File: src/rtl/univ_shift_reg.sv
// rtl/univ_shift_reg.sv - universal shift register with burst serialiser (optional parity: UNIV_SHIFT_REG_PARITY_EN)
module univ_shift_reg #(
    parameter int               WIDTH     = 8,
    parameter logic [WIDTH-1:0] RESET_VAL = '0,
    parameter int               CW        = $clog2(WIDTH + 1)
) (
    input  logic             clk,
    input  logic             rst_n,
    input  logic             ena,
    input  logic [1:0]       mode,
    input  logic             rotate,
    input  logic             ser_in,
    input  logic [WIDTH-1:0] par_in,
    input  logic             start,
    output logic [WIDTH-1:0] q,
    output logic             ser_out,
    output logic             busy,
    output logic             done,
    output logic [CW-1:0]    bit_count
`ifdef UNIV_SHIFT_REG_PARITY_EN
    ,
    output logic             parity
`endif
);

    localparam logic [1:0] MODE_LEFT  = 2'b01;
    localparam logic [1:0] MODE_RIGHT = 2'b10;
    localparam logic [1:0] MODE_LOAD  = 2'b11;

    typedef enum logic [1:0] {
        S_IDLE  = 2'd0,
        S_SHIFT = 2'd1,
        S_DONE  = 2'd2
    } state_t;

    state_t           state_q, state_d;
    logic             dir_q, dir_d;
    logic [WIDTH-1:0] q_d;
    logic             ser_d;
    logic [CW-1:0]    cnt_d;

    logic [WIDTH-1:0] q_left;
    logic [WIDTH-1:0] q_right;
    logic [CW-1:0]    cnt_sat;

    assign q_left  = {q[WIDTH-2:0], rotate ? q[WIDTH-1] : ser_in};
    assign q_right = {rotate ? q[0] : ser_in, q[WIDTH-1:1]};
    assign cnt_sat = (bit_count == CW'(WIDTH)) ? bit_count : bit_count + CW'(1);

    assign busy = (state_q == S_SHIFT);
    assign done = (state_q == S_DONE);

`ifdef UNIV_SHIFT_REG_PARITY_EN
    assign parity = ^q;
`endif

    always_comb begin
        state_d = state_q;
        dir_d   = dir_q;
        q_d     = q;
        ser_d   = ser_out;
        cnt_d   = bit_count;
        case (state_q)
            S_IDLE: begin
                if (start && (mode == MODE_LEFT || mode == MODE_RIGHT)) begin
                    // The start edge only arms the burst; the first shift happens next cycle.
                    state_d = S_SHIFT;
                    dir_d   = (mode == MODE_RIGHT);
                    cnt_d   = '0;
                end else begin
                    case (mode)
                        MODE_LEFT: begin
                            q_d   = q_left;
                            ser_d = q[WIDTH-1];
                            cnt_d = cnt_sat;
                        end
                        MODE_RIGHT: begin
                            q_d   = q_right;
                            ser_d = q[0];
                            cnt_d = cnt_sat;
                        end
                        MODE_LOAD: begin
                            q_d   = par_in;
                            cnt_d = '0;
                        end
                        default: ;
                    endcase
                end
            end
            S_SHIFT: begin
                q_d   = dir_q ? q_right : q_left;
                ser_d = dir_q ? q[0] : q[WIDTH-1];
                cnt_d = bit_count + CW'(1);
                if (bit_count == CW'(WIDTH - 1)) begin
                    state_d = S_DONE;
                end
            end
            S_DONE: begin
                state_d = S_IDLE;
            end
            default: begin
                state_d = S_IDLE;
            end
        endcase
    end

    always_ff @(posedge clk) begin
        if (!rst_n) begin
            state_q   <= S_IDLE;
            dir_q     <= 1'b0;
            q         <= RESET_VAL;
            ser_out   <= 1'b0;
            bit_count <= '0;
        end else if (ena) begin
            state_q   <= state_d;
            dir_q     <= dir_d;
            q         <= q_d;
            ser_out   <= ser_d;
            bit_count <= cnt_d;
        end
    end

endmodule

File: config.mk
export PLATFORM = sky130hd
export DESIGN_NAME = univ_shift_reg
export DESIGN_NICKNAME = d
export VERILOG_FILES = /design/src/rtl/univ_shift_reg.sv
export SDC_FILE = /design/constraint.sdc
export NUM_CORES = 1
export LEC_CHECK = 0
export BUFFER_PORTS_ARGS = -buffer_cell sky130_fd_sc_hd__buf_2
export CAP_MARGIN = 20
export CORE_MARGIN = 2
export CORE_UTILIZATION = 54
export CTS_CLUSTER_SIZE = 10
export DETAILED_ROUTE_END_ITERATION = 12
export GPL_ROUTABILITY_DRIVEN = 0
export MAX_ROUTING_LAYER = met4
export PLACE_DENSITY = 0.83
export SKIP_LAST_GASP = 1
export SYNTH_ARGS = -nofsm -noshare
export SYNTH_HDL_FRONTEND = slang
export SYNTH_SLANG_ARGS = --single-unit
export TNS_END_PERCENT = 10
File: constraint.sdc
create_clock -name clk -period 3.4 [get_ports clk]
set_input_delay 0 -clock clk [delete_from_list [all_inputs] [get_ports clk]]
set_output_delay 0 -clock clk [all_outputs]
set_load 0.03 [all_outputs]
# After elaboration in Yosys (flattened, before gate mapping)
# Cells that the tools add are included.
[op_classes] eq_ne=14 n_reduce_logical=10 mux=17 add_sub_neg=1
[ops] op="$pmux W8 S3" n=1
[ops] op="$mux W8" n=2
[ops] op="$pmux W4 S2" n=2
[ops] op="$pmux W8 S2" n=1
[ops] op="$reduce_and A4 Y1" n=3
[ops] op="$mux W4" n=2
[ops] op="$ne A4 B3 Y1 const B" n=2
[ops] op="$eq A2 B2 Y1 const B" n=3
[ops] op="$reduce_and A3 Y1" n=2
[ops] op="$add A4 B1 Y4 const B" n=1
[ops] op="$eq A2 B1 Y1 const B" n=2
[ops] op="$eq A4 B3 Y1 const B" n=1
[ops] op="$eq A4 B4 Y1 const B" n=1
[ops] op="$mux W1" n=4
[ops] op="$mux W2" n=2
[ops] op="$ne A2 B2 Y1 const B" n=2
[ops] op="$ne A4 B4 Y1 const B" n=1
[ops] op="$pmux W1 S2" n=2
[ops] op="$pmux W2 S2" n=1
[ops] op="$ne A3 B3 Y1 const B" n=1
[ops] op="$logic_not A2 Y1" n=1
[ops] op="$ne A2 B1 Y1 const B" n=1
[ops] op="$reduce_bool A2 Y1" n=1
[ops] op="$reduce_or A2 Y1" n=1
[ops] op="other kinds (2)" n=2
[word_totals] reg_bits=16 output_inout_bits=15 wordCells=47

# Logic depth before layout (Yosys ltp)
[depth] word_depth=5 mapped_depth=7 mapped_depth_nobuf=6

# Least setup slack after synthesis
# OpenSTA, ideal clock, no wires.
[synth_path] kind="reg2reg" from="register bit_count[3]" to="register bit_count[3]" required_time_ns=3.277 path_stages_with_launch=5 period_less_slack_ns=1.534 path_slack_ns=1.866 t_arrival_ns=1.410 n_path_buf=0 cell_sequence="dfxtp_1 -> or4b_4 -> o211a_1 -> nand2_1 -> o32ai_1"
[synth_via] elab_chain_len=5 elab_cells_between_ends=8 classes_between="add/sub (1); eq/ne (2); mux (4); reduce/logical (1)"
[synth_rtl] item="start, declared" line="19" rtl="output logic [CW-1:0] bit_count"
[synth_rtl] item="start signal, assigned" line="119" rtl="bit_count <= cnt_d;"
[synth_rtl] item="$add A4 B1 Y4" line="48, 93"
[synth_rtl] item="$mux W4" line="48" rtl="assign cnt_sat = (bit_count == CW'(WIDTH)) ? bit_count : bit_count + CW'(1);"
[synth_rtl] item="$pmux W4 S2" line="71" rtl="case (mode)"
[synth_rtl] item="$mux W4" line="65" rtl="if (start && (mode == MODE_LEFT || mode == MODE_RIGHT)) begin"
[synth_rtl] item="$pmux W4 S2" line="63" rtl="case (state_q)"
# Parallel ways exist; a longest one is shown, timed or not. The select of a mux whose other input is x is not followed.
# A chain may end at the register's enable or synchronous reset.

# Worst setup path after layout
[layout_path] from="register state_q[1]" to="register q[1]"
[layout_via] elab_chain_len=3 elab_cells_between_ends=7 classes_between="eq/ne (3); mux (1); reduce/logical (3)"
[layout_rtl] item="start, declared" line="36" rtl="state_t state_q, state_d;"
[layout_rtl] item="start signal, assigned" line="115" rtl="state_q <= state_d;"
[layout_rtl] item="$logic_not A2 Y1 / $eq A2 B1 Y1 (equally long branches)" line="63"
[layout_rtl] item="$ne A4 B3 Y1 (no source line) (tied with other cells)"
[layout_rtl] item="$reduce_and A4 Y1 (no source line)"
[layout_rtl] item="end signal, assigned" line="117" rtl="q <= q_d;"
[layout_rtl] item="end, declared" line="15" rtl="output logic [WIDTH-1:0] q,"
# Parallel ways exist; a longest one is shown, timed or not.

==> flow_summary.yaml <==
status:
  status: "finished, violations left"
  violations: "negative hold slack"
power:
  p_switching_uw: 173
  clkPwrFrac_pct: 21.8
  p_leak_uw: 0.000527
  p_per_area_nw_per_um2: 377
  intPower_uw: 302
  vdd.ir_drop.worst_uv: 246
  power_frac_seq_pct: 45.8
  pwr-share-comb_pct: 32.4
  total_power_uw: 475
  swShare_pct: 36.5
synth:
  synthesis.nets: 150
  ys_ff_latch: 16
  ys.warnings.count: 0
  synth_area_per_cell_um2: 8.11
  netlist.area_leader.share_pct: 30.4
  synth_cell_type_count: 35
  yosysSeqAreaShare_pct: 30.4
  synth_cells: 130
  netlist_area_um2: 1050
  synth_area_leaders: "dfxtp_1 (30%), a21oi_1 (5.7%), a22oi_1 (5.0%)"
  synth_top_area_cell: "dfxtp_1"
floorplan:
  num_rows: 15
  design.portCount: 31
  die_area_um2: 2320
  fp.dieW_um: 48.2
  core_area_um2: 1780
  die_h_um: 48.2
  initial_core_util_pct: 59.2
setup_path:
  end_kind: "register"
  cp.arrival_ns: 1.97
  required_ns: 3.56
  cp_max_fo: 15
  ff2ff_setup_slack_ns: 1.59
  cp_slowest_cell: "nand2b_1"
  critPathTopFamily: "simple AND/OR/NAND/NOR gates"
  reg2regPathDepth: 4
  critPathLaunch: "state_q[1]"
  critPathMaxStageDelay_ns: 0.50
  cp-start-kind: "register"
  critPathBufInv: 0
  path_cells: "nand2b_1 > mux2_2 > a22oi_1 > a311oi_1"
  critical_path_class: "register to register"
  r2r_end: "q[1]"
  worstReg2RegStart: "state_q[1]"
timing:
  finalCriticalPeriod_ns: 1.81
  setup_viol: 0
  fmax_ghz: 0.552
  period_share_pct: 53.3
  rsz0062_at_grt: "no"
  finalSetupTns_ns: 0
  worst_hold_slack_ns: -0.000355
  final_hold_viol_count: 1
  worst_slew_pin_slew_ns: 0.614
  clock-skew-final_ns: 0.000612
  maxSlewViolCount: 0
  slew_headroom_pct: 59.0
clock_tree:
  htreeDepth: 1
  clock_sinks: 16
  path_clk_slew_ns: 0.10
  clock_latency_ns: 0.28
  cts_buffers: 3
  cts_buffer_depth: 2
  clockRootBuffer: "clkbuf_4"
  cts_setup_buffers: 0
  cts_tree: "built"
global_routing:
  grt_use_met2_pct: 38.7
  overflow: 0
  antenna_found_initial: 0
  grt_pass1_vias: 1039
  grt_pass1_wl_um: 4330
  top_usage_layer: "met2"
  grtUsageMet3_pct: 3.70
  use_met1_pct: 37.3
  grt_max_degree: 16
  grt_use_total_pct: 27.0
worst_hold_path:
  hold_path_class: "primary input to register"
  worstHoldPathCells: 3
  holdCritStartpoint: "par_in[6]"
  min_to: "q[6]"
drt:
  drtIter0Drc: 57
  drt_pass1_iterations: 4
  drt_drc_violations_left: 0
  routedWlPerCell_um: 14.9
  ant_nets: 0
  routed_via_density: 6.18
  vias: 1143
  drt_wl_total_um: 2760
run:
  max-cap-violations: 0
place:
  place_inst: 179
  hpwl_um: 1950
  io_buffers: 30
final_layout:
  final_cells: 185
  area_growth_pct: 19.5
  drive_gt1_share_pct: 26.9
  nNetsFinal: 182
  antenna_cells: 0
[synth_stat cells]
cell type and instances:
buf_4 1, buf_2 2, or2_2 1, nor2_1 6
a21oi_1 12, nand2_1 11, inv_1 7, mux2_2 3
dfxtp_1 16, a22oi_1 7, nand3b_1 1, and2_1 3
o32ai_1 3, o31a_1 1, a211oi_1 2, o31ai_1 1
or4b_4 1, o211a_1 1, nor2b_1 7, a31o_2 2
nand3_1 8, or3_1 2, mux2i_1 3, clkbuf_1 3
a311oi_1 4, a221o_1 2, clkinv_1 1, ha_1 4
o21ai_0 2, and3_1 1, o21ai_2 1, o211ai_2 1
nand2b_1 5, or3b_2 1, o22ai_1 4
[sequential cells by signal (all words and copies together), names as in the netlist]
name / cells
bit_count: 4
ser_out: 1
state_q: 2
dir_q: 1
q: 8
[timing repair]
action,in CTS,in global routing
hold buffers,3,0
gates resized for setup,0,0
hold endpoints to repair,3,0
[kinds of logic after synthesis]
| kind of cell | synth area share, % |
|---|---|
| mux | 6.05 |
| flops | 30.4 |
| simple gates | 24.0 |
| buf+inv | 5.58 |
| compound gates | 29.3 |
| fa+ha+maj | 4.75 |
[per-layer routing]
| metal | vias to the layer above | part of all wire, % |
|---|---|---|
| met5 | - | 0 |
| met4 | 0 | 1.7 |
| met3 | 9 | 9.2 |
| met2 | 68 | 45 |
| met1 | 521 | 44 |
| li1 | 545 | - |
[power groups by stage]
stage	Sequential [uW]	Clock, uW	Combinational [uW]
floorplan	240	0	90.0
global placement	221	0	146
detailed placement	222	0	149
CTS	217	103	152
global route	220	109	169
finish	218	104	154
[how the worst max path moves through the flow]
stage                              end  slack, ns  cells after the start
final                             q[1]       1.59                      4
after detailed placement          q[1]       1.65                      4
after global routing              q[1]       1.47                      4
after floorplan           bit_count[3]       1.87                      4
after CTS                         q[1]       1.63                      4
after global placement            q[5]       1.71                      4
[worst min-delay path, cell delays in order]
cell,delay (ns)
buf_2,0.10
nand3_1,0.06
a311oi_1,0.08
[final cells by class]
cell class	instances	area [um^2]
Multi-Input combinational cell	100	676
Tap cell	25	31.3
Clock buffer	3	22.5
Sequential cell	16	320
Inverter	8	30.0
Fill cell	140	523
Timing Repair Buffer	33	180
[stage by stage]
stage,hold slack (ns),worst slack (ns),util (%),area [um^2]
floorplan,0.171,1.87,-,1050
global placement,0.290,1.71,67.7,1210
detailed placement,0.290,1.65,67.7,1210
CTS,0.00219,1.63,70.7,1260
global route,0.0159,1.47,70.7,1260
finish,-0.000355,1.59,70.7,1260
[layout by cell type (no fill, tap or decap), types with 3 or more instances in the layout]
| cell | synthesis | final |
|---|---|---|
| inv_1 | 7 | 7 |
| mux2i_1 | 3 | 3 |
| nor2_1 | 6 | 6 |
| mux2_2 | 3 | 3 |
| dlygate4sd3_1 | 0 | 3 |
| a22oi_1 | 7 | 7 |
| o32ai_1 | 3 | 3 |
| ha_1 | 4 | 4 |
| clkbuf_4 | 0 | 3 |
| nand2_1 | 11 | 11 |
| dfxtp_1 | 16 | 16 |
| nand2b_1 | 5 | 5 |
| nor2b_1 | 7 | 7 |
| and2_1 | 3 | 3 |
| nand3_1 | 8 | 8 |
| a21oi_1 | 12 | 12 |
| a311oi_1 | 4 | 4 |
| buf_2 | 2 | 30 |
| o22ai_1 | 4 | 4 |
No activity file was read; power rests on OpenSTA's default activity.
